**src/rtl/obi_mem_arbiter.sv**
```systemverilog
// obi_mem_arbiter: two OBI masters (instr, data) sharing one in-order memory port.
// Optional build macro OBI_ARB_ROUND_ROBIN_EN alternates grants under contention.
module obi_mem_arbiter #(
    parameter int ADDR_WIDTH      = 32,
    parameter int DATA_WIDTH      = 32,
    parameter int MAX_OUTSTANDING = 2
) (
    input  logic                    clk_i,
    input  logic                    rst_ni,
    input  logic                    instr_req_i,
    output logic                    instr_gnt_o,
    output logic                    instr_rvalid_o,
    input  logic [ADDR_WIDTH-1:0]   instr_addr_i,
    output logic [DATA_WIDTH-1:0]   instr_rdata_o,
    input  logic                    data_req_i,
    output logic                    data_gnt_o,
    output logic                    data_rvalid_o,
    input  logic [ADDR_WIDTH-1:0]   data_addr_i,
    input  logic                    data_we_i,
    input  logic [DATA_WIDTH/8-1:0] data_be_i,
    input  logic [DATA_WIDTH-1:0]   data_wdata_i,
    output logic [DATA_WIDTH-1:0]   data_rdata_o,
    output logic                    mem_req_o,
    input  logic                    mem_gnt_i,
    input  logic                    mem_rvalid_i,
    output logic [ADDR_WIDTH-1:0]   mem_addr_o,
    output logic                    mem_we_o,
    output logic [DATA_WIDTH/8-1:0] mem_be_o,
    output logic [DATA_WIDTH-1:0]   mem_wdata_o,
    input  logic [DATA_WIDTH-1:0]   mem_rdata_i
);

    localparam int BW = DATA_WIDTH / 8;
    localparam int PW = (MAX_OUTSTANDING > 1) ? $clog2(MAX_OUTSTANDING) : 1;
    localparam int CW = $clog2(MAX_OUTSTANDING + 1);
    localparam logic [PW-1:0] PTR_LAST = PW'(MAX_OUTSTANDING - 1);

    typedef enum logic {
        SEL_INSTR = 1'b0,
        SEL_DATA  = 1'b1
    } sel_e;

    typedef enum logic {
        UNLOCKED = 1'b0,
        LOCKED   = 1'b1
    } lock_e;

    lock_e                lock_q;
    sel_e                 lock_sel_q;
    sel_e                 sel;
    sel_e                 head;
    logic [MAX_OUTSTANDING-1:0] fifo_q;
    logic [PW-1:0]        wr_ptr_q;
    logic [PW-1:0]        rd_ptr_q;
    logic [CW-1:0]        cnt_q;
    logic                 full;
    logic                 req_int;
    logic                 push;
    logic                 pop;

`ifdef OBI_ARB_ROUND_ROBIN_EN
    sel_e                 last_q;
`endif

    assign full = (cnt_q == CW'(MAX_OUTSTANDING));
    assign head = sel_e'(fifo_q[rd_ptr_q]);

    // Pick the master: a pending locked request wins, then contention policy.
    always_comb begin
        sel = SEL_INSTR;
        if (lock_q == LOCKED) begin
            sel = lock_sel_q;
        end else if (instr_req_i && data_req_i) begin
`ifdef OBI_ARB_ROUND_ROBIN_EN
            sel = (last_q == SEL_DATA) ? SEL_INSTR : SEL_DATA;
`else
            sel = SEL_DATA;
`endif
        end else if (data_req_i) begin
            sel = SEL_DATA;
        end
    end

    assign req_int = !full &&
                     ((sel == SEL_DATA) ? data_req_i : instr_req_i);
    assign push    = req_int && mem_gnt_i;
    assign pop     = mem_rvalid_i && (cnt_q != '0);

    // Memory-side request mux; everything held at zero while in reset.
    always_comb begin
        mem_req_o   = 1'b0;
        mem_addr_o  = '0;
        mem_we_o    = 1'b0;
        mem_be_o    = '0;
        mem_wdata_o = '0;
        if (rst_ni) begin
            mem_req_o = req_int;
            if (sel == SEL_DATA) begin
                mem_addr_o  = data_addr_i;
                mem_we_o    = data_we_i;
                mem_be_o    = data_be_i;
                mem_wdata_o = data_wdata_i;
            end else begin
                mem_addr_o  = instr_addr_i;
                mem_be_o    = {BW{1'b1}};
            end
        end
    end

    assign instr_gnt_o    = rst_ni && push && (sel == SEL_INSTR);
    assign data_gnt_o     = rst_ni && push && (sel == SEL_DATA);
    assign instr_rvalid_o = rst_ni && pop && (head == SEL_INSTR);
    assign data_rvalid_o  = rst_ni && pop && (head == SEL_DATA);
    assign instr_rdata_o  = mem_rdata_i;
    assign data_rdata_o   = mem_rdata_i;

    // Lock FSM: freeze the selection between an ungranted request and its grant.
    always_ff @(posedge clk_i or negedge rst_ni) begin
        if (!rst_ni) begin
            lock_q     <= UNLOCKED;
            lock_sel_q <= SEL_INSTR;
        end else begin
            unique case (lock_q)
                UNLOCKED: begin
                    if (req_int && !mem_gnt_i) begin
                        lock_q     <= LOCKED;
                        lock_sel_q <= sel;
                    end
                end
                LOCKED: begin
                    if (req_int && mem_gnt_i) begin
                        lock_q <= UNLOCKED;
                    end
                end
                default: lock_q <= UNLOCKED;
            endcase
        end
    end

    // Routing FIFO: remembers which master owns each outstanding response.
    always_ff @(posedge clk_i or negedge rst_ni) begin
        if (!rst_ni) begin
            fifo_q   <= '0;
            wr_ptr_q <= '0;
            rd_ptr_q <= '0;
            cnt_q    <= '0;
        end else begin
            if (push) begin
                fifo_q[wr_ptr_q] <= sel;
                wr_ptr_q <= (wr_ptr_q == PTR_LAST) ? '0 : wr_ptr_q + 1'b1;
            end
            if (pop) begin
                rd_ptr_q <= (rd_ptr_q == PTR_LAST) ? '0 : rd_ptr_q + 1'b1;
            end
            if (push && !pop) begin
                cnt_q <= cnt_q + 1'b1;
            end else if (pop && !push) begin
                cnt_q <= cnt_q - 1'b1;
            end
        end
    end

`ifdef OBI_ARB_ROUND_ROBIN_EN
    // Remember the most recently granted master for alternation.
    always_ff @(posedge clk_i or negedge rst_ni) begin
        if (!rst_ni) begin
            last_q <= SEL_INSTR;
        end else if (push) begin
            last_q <= sel;
        end
    end
`endif

endmodule
```
**config.mk**
```make
export PLATFORM = sky130hd
export DESIGN_NAME = obi_mem_arbiter
export DESIGN_NICKNAME = d
export VERILOG_FILES = /design/src/rtl/obi_mem_arbiter.sv
export SDC_FILE = /design/constraint.sdc
export NUM_CORES = 1
export LEC_CHECK = 0
export BUFFER_PORTS_ARGS = -buffer_cell sky130_fd_sc_hd__buf_2
export CAP_MARGIN = 20
export CORE_AREA = 2 2 109 111
export DETAILED_ROUTE_END_ITERATION = 7
export DIE_AREA = 0 0 111 113
export GPL_TIMING_DRIVEN = 0
export PLACE_DENSITY_LB_ADDON = 0.3
export SLEW_MARGIN = 20
export SYNTH_ARGS = -nofsm -noshare
export SYNTH_HDL_FRONTEND = slang
export SYNTH_SLANG_ARGS = --single-unit
```
**constraint.sdc**
```tcl
create_clock -name clk_i -period 2.8 [get_ports clk_i]
set_input_delay 0.7 -clock clk_i [delete_from_list [all_inputs] [get_ports clk_i]]
set_output_delay 0.7 -clock clk_i [all_outputs]
set_load 0.03 [all_outputs]
```
## After elaboration in Yosys (flattened, before gate mapping)

Index checks and enable logic that the tools add are counted.

- Add/subtract/negate cells: 4
- Magnitude comparators: 3
- Equal/unequal tests: 1
- Multiplexer cells: 25
- Bitwise operators: 3
- Reduce and logical (&&, ||, !) cells: 21

Operator list:

| operator | number |
|---|---|
| 32-bit 2-to-1 mux | 4 |
| 1-bit logical AND | 14 |
| 1-bit 2-to-1 mux | 14 |
| 4-bit 2-to-1 mux | 2 |
| 1-bit zero test | 4 |
| 1-bit by 2-bit less-than comparator with 1-bit output (second input constant) | 2 |
| 2-bit 2-to-1 mux | 2 |
| 2-bit nonzero test | 2 |
| 1-bit NOT | 3 |
| 1-bit adder (second input constant) | 2 |
| 2-bit by 1-bit adder with 2-bit output (second input constant) | 1 |
| 2-bit bitwise mux | 1 |
| 2-bit equality test (second input constant) | 1 |
| 1-bit one-hot mux with 2 select lines | 1 |
| 2-bit AND reduction | 1 |
| 2-bit by 1-bit subtractor with 2-bit output (second input constant) | 1 |
| 1-bit demux with 1-bit select | 1 |
| 1-bit greater-or-equal comparator (second input constant) | 1 |

- Flip-flop bits (word level): 8
- Bits of input ports: 139
- Output and inout port bits: 138
- Logic and storage cells: 63

## Logic depth before layout (Yosys ltp)

Gate-level depths: netlist (run 1).

- Depth after elaboration: 10
- Gate-level depth with buffers: 7
- Depth with buffers taken out: 6

## Worst setup path before layout (run 1)

Ideal clock, no wire load.

- Path type: input to output
- Start: input port data_req_i
- End: output port mem_addr_o[10]
- Arrival time: 1817 ps
- Data required time: 2100 ps
- Path slack: 283 ps
- Stages on the path: 6
- Path buffers: 2
- Path through: inv_1 > o21ai_1 > buf_2 > buf_2 > nand2_1 > a21oi_1

- Longest elaborated chain between the ends: 5
- Elaborated cells between the ends (all ways): 6
- Those cells by class: mux: 5; reduce/logical: 1

Ends and longest elaborated chain:

| what | RTL line | RTL |
|---|---|---|
| start: declaration | 15 | `input logic data_req_i,` |
| 1-bit 2-to-1 mux / 1-bit logical AND (equally long branches) | 79, 73 |  |
| 1-bit 2-to-1 mux * | 73 | `end else if (instr_req_i && data_req_i) begin` |
| 1-bit 2-to-1 mux * | 71 | `if (lock_q == LOCKED) begin` |
| 32-bit 2-to-1 mux * | 98 | `if (sel == SEL_DATA) begin` |
| 32-bit 2-to-1 mux * | 96 | `if (rst_ni) begin` |
| end: declaration | 26 | `output logic [ADDR_WIDTH-1:0] mem_addr_o,` |

Every way passes the cells marked *; elsewhere a longest branch is shown, timed or not.

## Final worst setup path (run 1)

- Start: input port data_req_i
- End: output port mem_addr_o[23]

Same word-level chain as after synthesis.

==> results.py, run 1 <==
metrics = {
    "die": {
        "die-area_um2": 12540,
        "rows": 39,
        "initial_utilization_pct": 14.46,
        "die_w_um": 111,
        "ios": 277,
        "die_h_um": 113,
        "coreArea_um2": 11270,
    },
    "critical_path": {
        "critPathCaptureType": "output port",
        "cp.required_ps": 2100,
        "critPathLaunchType": "input port",
        "critPathArrivalTime_ps": 1960,
        "critPathKind": "in2out",
        "worst-path-max-fanout": 10,
    },
    "clock_tree": {
        "cts_tree": "done",
        "clockBufferDepth": 2,
        "clock-sinks": 8,
        "clock_latency_ps": 230,
        "htree_levels": 1,
        "cts-hold-fix-buffers": 0,
        "root_buffer": "clkbuf_16",
        "cts.clk_slew.worst_paths_ps": 40,
        "cts_inserted_buffers": 3,
    },
    "placement": {
        "port-buffer-count": 244,
        "placed_area_um2": 3030,
        "placed_cells": 649,
        "dp_hpwl_mm": 6.672,
        "gp_congestion": 0.8242,
    },
    "timing": {
        "slew_headroom_pct": 61.38,
        "setup_violations": 0,
        "fin_crit_ps": 2660,
        "period_share_pct": 95.01,
        "clock-skew-final_ps": 2.239,
        "slew_violations": 0,
        "worst_pin_slew_ps": 573.2,
        "clock.fmax_mhz": 375.9,
        "holdWs_ps": 324.1,
        "rsz0062_at_grt": "false",
        "final_hold_viol_count": 0,
    },
    "global_routing": {
        "grt_remaining_overflow": 0,
        "antenna_found_initial": 0,
        "grt_max_degree": 18,
        "grt_pass1_vias": 2400,
        "grt_pass1_wl_mm": 11.08,
        "grt_use_met3_pct": 2.250,
        "use_met1_pct": 10.83,
        "use_met2_pct": 22.58,
        "top_usage_layer": "met2",
        "track_usage_pct": 10.64,
    },
    "synth": {
        "synth_top_area_share_pct": 29.93,
        "synthTopCellsByCount": "buf_4 (65), nand2_1 (65), a21oi_1 (35), and3_1 (35)",
        "yosysWarnings": 0,
        "synth_ff_type": "dfrtp_1",
        "syn_inst": 262,
        "yosysTopAreaCell": "buf_4",
        "syn-cell-area_um2": 1630,
        "synth_enable_flop_cells": 0,
        "ys_types": 28,
        "syn_nets": 402,
        "async_flop_share_pct": 100.0,
        "yosys_register_bits": 8,
        "synth_seq_area_share_pct": 12.28,
        "avgSynthCellArea_um2": 6.223,
        "yosys-top-cells-area": "buf_4 (30%), nand2_1 (15%), and3_1 (13%)",
    },
    "route": {
        "drc": 0,
        "vias": 2584,
        "first_pass_iters": 4,
        "drt_wl_total_mm": 7.572,
        "ant_nets": 0,
        "first_iter_violations": 54,
        "wire_per_inst_um": 11.61,
        "vias_per_cell": 3.963,
    },
    "layout": {
        "fin_util_pct": 27.81,
        "final-instance-count-excl-fill": 652,
        "drive_gt1_share_pct": 63.46,
        "final_area_um2": 3134,
        "antenna_cells": 0,
        "nets": 651,
        "fillers": 1240,
        "area_growth_pct": 92.25,
    },
    "power_and_ir_drop": {
        "ir_drop_mv": 0.4482,
        "total_power_mw": 2.416,
        "powerDensity_nw_per_um2": 770.7,
        "power_leakage_nw": 2.033,
    },
    "run": {
        "drv_cap": 0,
    },
    "min_path": {
        "hold_class": "in2async",
    },
    "run_status": {
        "status": "finished clean",
    },
}
per-stage QoR:
stage	TNS, ps	setup WS, ps
2_1_floorplan	0	282.7
3_3_place_gp	-3317	-377.3
3_5_place_dp	-3504	-386.8
4_1_cts	0	5.914
5_1_grt	0	40.34
6_report	0	139.8
final timing paths:
| check | start | end | slack [ps] | cells past startpoint |
|---|---|---|---|---|
| worst max-delay path | data_req_i | mem_addr_o[23] | 140 | 7 |
| worst min-delay path | rst_ni | cnt_q[0] | 320 | 1 |
| worst max register to register | register | cnt_q[1] | 1010 | 6 |
| worst min register to register | wr_ptr_q | fifo_q[1] | 490 | 1 |
| max in group asynchronous | rst_ni | lock_sel_q | 2290 | 1 |
| min in group clk_i | wr_ptr_q | fifo_q[1] | 490 | 1 |
what timing repair did:
action | 4_1_cts | 5_1_grt
hold endpoints to repair | 0 | 0
gates cloned | 0 | 0
setup endpoints to repair | 16 | 22
resized for setup | 7 | 5
buffers inserted | 0 | 0
report_power, final:
| part | total, mW | internal [mW] | switching, mW |
|---|---|---|---|
| Sequential | 0.233 | 0.179 | 0.0541 |
| Clock | 0.237 | 0.184 | 0.0534 |
| Combinational | 1.95 | 0.660 | 1.28 |
critical path: stages:
cell and delay [ps]:
buf_2 130, a21boi_2 210, buf_4 230, buf_4 200
nand2_1 60, a21oi_1 180, buf_2 240
cells in the final DEF, fill, tap and decap left out, drive strengths merged:
cell    count
a21boi      2
a32o        1
nor3b       1
nand3       1
xor2        2
nor3        1
and3       35
inv         4
a31oi       2
nand2      65
buf       314
ha          1
or3b        1
nor2       11
o21ai       2
o211ai      1
xnor2       3
nand2b      1
a21oi      35
dfrtp       8
clkbuf     16
o2111a      1
mux2i       1
cell families after synthesis:
| family | share of synthesized area [%] |
|---|---|
| xor+xnor | 2.687 |
| compound gates | 14.81 |
| simple gates | 32.92 |
| mux | 0.6140 |
| flops | 12.28 |
| buf+inv | 35.92 |
| fa+ha+maj | 0.7673 |
final cells by class:
| cell class | count | area [µm²] | share of cell area, % |
|---|---|---|---|
| Timing Repair Buffer | 244 | 1224 | 39.04 |
| Multi-Input combinational cell | 167 | 852.1 | 27.19 |
| Buffer | 83 | 589.3 | 18.80 |
| Sequential cell | 8 | 200.2 | 6.387 |
| Tap cell | 143 | 178.9 | 5.709 |
| Clock buffer | 3 | 75.07 | 2.395 |
| Inverter | 4 | 15.01 | 0.4790 |
layer usage:
metal | up-vias | part of all wire (%)
met3 | 6 | 10
met2 | 172 | 56
met1 | 1116 | 33
met4 | 0 | 0.45
li1 | 1290 | -
met5 | - | 0
Note: power is estimated with default switching activity, not from simulation.
==> run 2, diff against run 1 <==
==> constraint.sdc (replaced) <==
create_clock -name clk_i -period 2.8 [get_ports clk_i]
set_input_delay 0.14 -clock clk_i [delete_from_list [all_inputs] [get_ports clk_i]]
set_output_delay 0.14 -clock clk_i [all_outputs]
set_load 0.03 [all_outputs]
==> run 2 against run 1 <==
  * Largest cell class unchanged
  * Sequential share of layout area is essentially flat
  * Largest power group unchanged
  * Sequential power is essentially flat
  * Worst hold slack lost 92 ps
  * Critical path depth is the same
  * Clock skew shrank 0.70 ps
  * Register-to-register slack gained 20 ps
  * Total power shrank 1.8%
  * Highest routed layer unchanged
  * Critical path type unchanged
==> results.py, run 2 (synthesis gave the netlist of run 1 again) <==
metrics = {
    "route": {
        "wire_per_inst_um": 11.57,
        "first_iter_violations": 64,
        "vias_per_cell": 3.960,
        "vias": 2586,
        "first_pass_iters": 4,
        "ant_nets": 0,
        "drc": 0,
        "drt_wl_total_mm": 7.555,
    },
    "power_and_ir_drop": {
        "p_clk_share_pct": 10.1,
        "ir_drop_mv": 0.4213,
        "seq_power_share_pct": 9.8,
        "p_comb_share_pct": 80.2,
        "p_switching_mw": 1.384,
        "power_leakage_nw": 2.024,
        "p_int_mw": 0.9878,
        "switching_share_pct": 58.36,
        "powerDensity_nw_per_um2": 761.3,
    },
    "die": {
        "ios": 277,
        "coreArea_um2": 11270,
        "die_h_um": 113,
        "initial_utilization_pct": 14.46,
        "die_w_um": 111,
        "die-area_um2": 12540,
        "rows": 39,
    },
    "global_routing": {
        "grt_pass1_wl_mm": 11.05,
        "grt_remaining_overflow": 0,
        "antenna_found_initial": 0,
        "grt_pass1_vias": 2398,
        "grt_max_degree": 18,
        "track_usage_pct": 10.62,
    },
    "timing": {
        "setup_violations": 0,
        "slew_headroom_pct": 60.05,
        "period_share_pct": 89.12,
        "clock-skew-final_ps": 1.542,
        "fin_crit_ps": 2495,
        "rsz0062_at_grt": "false",
        "slew_violations": 0,
        "worst_pin_slew_ps": 599.3,
        "final_hold_viol_count": 0,
        "clock.fmax_mhz": 400.8,
        "setup_tns_ps": 0,
    },
    "layout": {
        "final_common_cell": "buf_2",
        "area_growth_pct": 91.10,
        "final_cell_mix": "buf_2 (249), nand2_1 (65), buf_4 (65)",
        "nets": 652,
        "fin_util_pct": 27.64,
        "antenna_cells": 0,
        "drive_gt1_share_pct": 62.55,
    },
    "critical_path": {
        "critPathCaptureType": "output port",
        "critPathLaunchType": "input port",
        "critPathKind": "in2out",
        "cp.required_ps": 2660,
        "worstReg2RegEnd": "cnt_q[1]",
        "worst-path-max-fanout": 17,
        "critPathArrivalTime_ps": 2360,
        "crit_path_end": "mem_addr_o[23]",
        "rr_worst_depth": 6,
        "reg2reg_slack_ps": 1030,
        "critPathLaunch": "rst_ni",
    },
    "run": {
        "drv_cap": 0,
    },
    "clock_tree": {
        "root_buffer": "clkbuf_16",
        "cts_setup_buffers": 0,
        "clock_latency_ps": 230,
        "clockBufferDepth": 2,
        "cts_inserted_buffers": 3,
        "clock-sinks": 8,
        "cts-hold-fix-buffers": 1,
        "cts_resized": 0,
        "cts_tree": "done",
        "htree_levels": 1,
        "cts.clk_slew.worst_paths_ps": 40,
    },
    "placement": {
        "port-buffer-count": 244,
        "gp_congestion": 0.8242,
        "dp_hpwl_mm": 6.672,
    },
    "min_path": {
        "min_path_cells": 2,
        "hold_class": "in2reg",
    },
    "run_status": {
        "status": "finished clean",
    },
}
## run 2: cell count changes in the layout (fill, tap and decap cells not counted), moves of 2 or more
cell,previous run,this run
buf_4,68,65
clkbuf_1,9,11
buf_2,244,249
clkbuf_4,2,0
## run 2: routing by layer
layer	GRT usage [%]	vias to the layer above	wire, µm
met5	0	-	0
met4	1.167	0	34
met3	2.250	6	795
met2	22.54	172	4216
met1	10.80	1115	2508
li1	-	1293	-
## run 2: metrics by stage
step           total power, mW  area [µm²]  hold WS [ps]  cells  setup slack [ps]
3_3_place_gp             2.150        3030         72.87    649             683.9
5_1_grt                  2.570        3115         251.7    653             131.3
4_1_cts                  2.425        3115         231.1    653             183.8
6_report                 2.372        3115         232.0    653             304.7
3_5_place_dp             2.177        3030         78.74    649             719.1
2_1_floorplan            1.589        1630        -155.6    262              1093
## run 2: worst min path at each step
stage | slack [ps] | startpoint | endpoint
CTS | 230 | data_req_i | lock_sel_q
floorplan | -160 | rst_ni | async pin
global route | 250 | data_req_i | lock_sel_q
detailed placement | 80 | rst_ni | cnt_q[1]
global placement | 70 | rst_ni | cnt_q[0]
finish | 230 | data_req_i | lock_sel_q
## run 2: power groups by stage
stage	registers [mW]	clock network, mW	logic (mW)
floorplan	0.220	0	1.37
detailed placement	0.232	0	1.94
global route	0.240	0.248	2.08
global placement	0.230	0	1.92
CTS	0.232	0.243	1.95
finish	0.231	0.239	1.90
## run 2: layout make-up
type,count,area (µm²)
fillers,1248,8157
repair buffers,245,1231
multi-input cells,167,844.6
plain buffers,83,570.5
flip-flops and latches,8,200.2
well taps,143,178.9
clock buffers,3,75.07
inverters,4,15.01
## run 2: critical path, stage by stage
cell           delay [ps]
dlygate4sd3_1         530
buf_2                 250
inv_1                 160
clkbuf_1              490
clkbuf_1              450
a21oi_1               120
buf_2                 210
==> run 3, diff against run 2 <==
==> constraint.sdc (replaced) <==
create_clock -name clk_i -period 2.29 [get_ports clk_i]
set_input_delay 0.1145 -clock clk_i [delete_from_list [all_inputs] [get_ports clk_i]]
set_output_delay 0.1145 -clock clk_i [all_outputs]
set_load 0.03 [all_outputs]
==> run 3 against run 2 <==
  * Final area about the same
  * Combinational power up 23%
  * Global-route usage about the same
  * Critical path type is now reg2out
  * Critical endpoint unchanged
  * Largest power group unchanged
  * Highest routed layer unchanged
==> results.py, run 3 (synthesis gave the netlist of run 1 again) <==
metrics = {
    "run_status": {
        "status": "finished clean",
    },
    "timing": {
        "clock-skew-final_ps": 1.332,
        "worst_pin_slew_ps": 591.7,
        "setup_violations": 0,
        "fin_crit_ps": 2112,
        "period_share_pct": 92.22,
        "clock.fmax_mhz": 473.5,
        "setup_tns_ps": 0,
        "slew_violations": 0,
        "final_hold_viol_count": 0,
        "slew_headroom_pct": 60.14,
        "rsz0062_at_grt": "false",
        "holdWs_ps": 206.4,
    },
    "die": {
        "die-area_um2": 12540,
        "coreArea_um2": 11270,
        "initial_utilization_pct": 14.46,
        "rows": 39,
        "ios": 277,
        "die_w_um": 111,
        "die_h_um": 113,
    },
    "global_routing": {
        "antenna_found_initial": 0,
        "grt_remaining_overflow": 0,
        "grt_pass1_wl_mm": 11.06,
        "grt_pass1_vias": 2402,
        "track_usage_pct": 10.61,
        "grt_max_degree": 11,
    },
    "layout": {
        "area_growth_pct": 91.25,
        "nets": 652,
        "final_cell_mix": "buf_2 (248), buf_4 (66), nand2_1 (65)",
        "multi_input_area_um2": 844.6,
        "fillers": 1247,
        "antenna_cells": 0,
        "final_common_cell": "buf_2",
        "final-instance-count-excl-fill": 653,
        "drive_gt1_share_pct": 62.55,
        "seqCellArea_um2": 200.2,
        "final_area_um2": 3118,
    },
    "clock_tree": {
        "clock_latency_ps": 230,
        "cts_inserted_buffers": 3,
        "clockBufferDepth": 2,
        "htree_levels": 1,
        "cts.clk_slew.worst_paths_ps": 40,
        "cts_setup_buffers": 0,
        "clock-sinks": 8,
        "root_buffer": "clkbuf_16",
        "cts_tree": "done",
    },
    "route": {
        "drc": 0,
        "first_iter_violations": 44,
        "vias_per_cell": 3.975,
        "drt_wl_total_mm": 7.531,
        "ant_nets": 0,
        "first_pass_iters": 5,
        "wire_per_inst_um": 11.53,
        "vias": 2596,
    },
    "critical_path": {
        "critPathKind": "reg2out",
        "critPathLaunchType": "register",
        "cp.required_ps": 2180,
        "critPathSlowestCell": "dfrtp_1",
        "critPathBufInv": 3,
        "critPathArrivalTime_ps": 2000,
        "crit_family": "buffers and inverters",
        "critPathCaptureType": "output port",
        "worst-path-max-fanout": 10,
        "slowest_delay_ps": 420,
        "path_cells": "nand2_1, a21boi_1, buf_4, buf_4, nand2_1, a21oi_1, buf_2",
    },
    "power_and_ir_drop": {
        "power_leakage_nw": 2.025,
        "ir_drop_mv": 0.5146,
        "powerDensity_nw_per_um2": 931.3,
        "total_power_mw": 2.904,
    },
    "min_path": {
        "hold_class": "in2reg",
    },
    "placement": {
        "placed_area_um2": 3030,
        "port-buffer-count": 244,
        "dp_hpwl_mm": 6.672,
        "placed_cells": 649,
        "gp_congestion": 0.8242,
    },
    "run": {
        "drv_cap": 0,
    },
}
==> run 3: cell counts in the layout (fill, tap and decap cells not counted) <==
No cell type changed its count.
==> run 3: area by class of cell <==
| type | count | area share (%) |
|---|---|---|
| buffer | 83 | 18.38 |
| clock buffer | 3 | 2.408 |
| inverter | 4 | 0.4815 |
| multi-input combinational | 167 | 27.09 |
| sequential | 8 | 6.421 |
| tap | 143 | 5.738 |
| timing repair buffer | 245 | 39.49 |
==> run 3: path summary, 6_finish.rpt <==
kind	from	slack [ps]	depth (start not counted)	end
worst max-delay path	register	180	7	mem_addr_o[23]
worst min-delay path	data_req_i	210	2	lock_sel_q
worst max register to register	register	520	6	cnt_q[1]
worst min register to register	wr_ptr_q	490	1	fifo_q[1]
max in group asynchronous	rst_ni	1530	2	async pin
min in group asynchronous	rst_ni	490	2	cnt_q[0]
==> run 3: worst reg2reg max path, cell delays in order, from the launching register on <==
cell and delay [ps]:
dfrtp_1 410, or3b_1 390, o2111a_1 160, buf_6 140
ha_1 320, nor2_1 140, xor2_1 150
==> run 3: per-layer routing <==
layer	vias to the layer above	share of wire [%]	track usage [%]
li1	1295	-	-
met2	174	55	22.25
met1	1121	34	11.00
met5	-	0	0
met3	6	10	2.250
met4	0	0.45	1.167
==> run 3: power by group <==
group          internal, mW  total, mW  switching [mW]
registers             0.219      0.283          0.0640
logic                 0.770       2.33            1.56
clock network         0.225      0.292          0.0670
total                  1.21       2.90            1.69
==> run 3: what timing repair did <==
action,4_1_cts,5_1_grt
gates resized for setup,1,0
setup endpoints to repair,1,0
hold buffers,1,0
endpoints found under the hold margin,8,0
==> run 3: metrics by stage <==
step           setup slack, ps  utilization, %
2_1_floorplan            608.7               -
3_3_place_gp             199.4           26.88
3_5_place_dp             234.6           26.88
4_1_cts                  67.70           27.66
5_1_grt                  28.31           27.66
6_report                 178.2           27.66
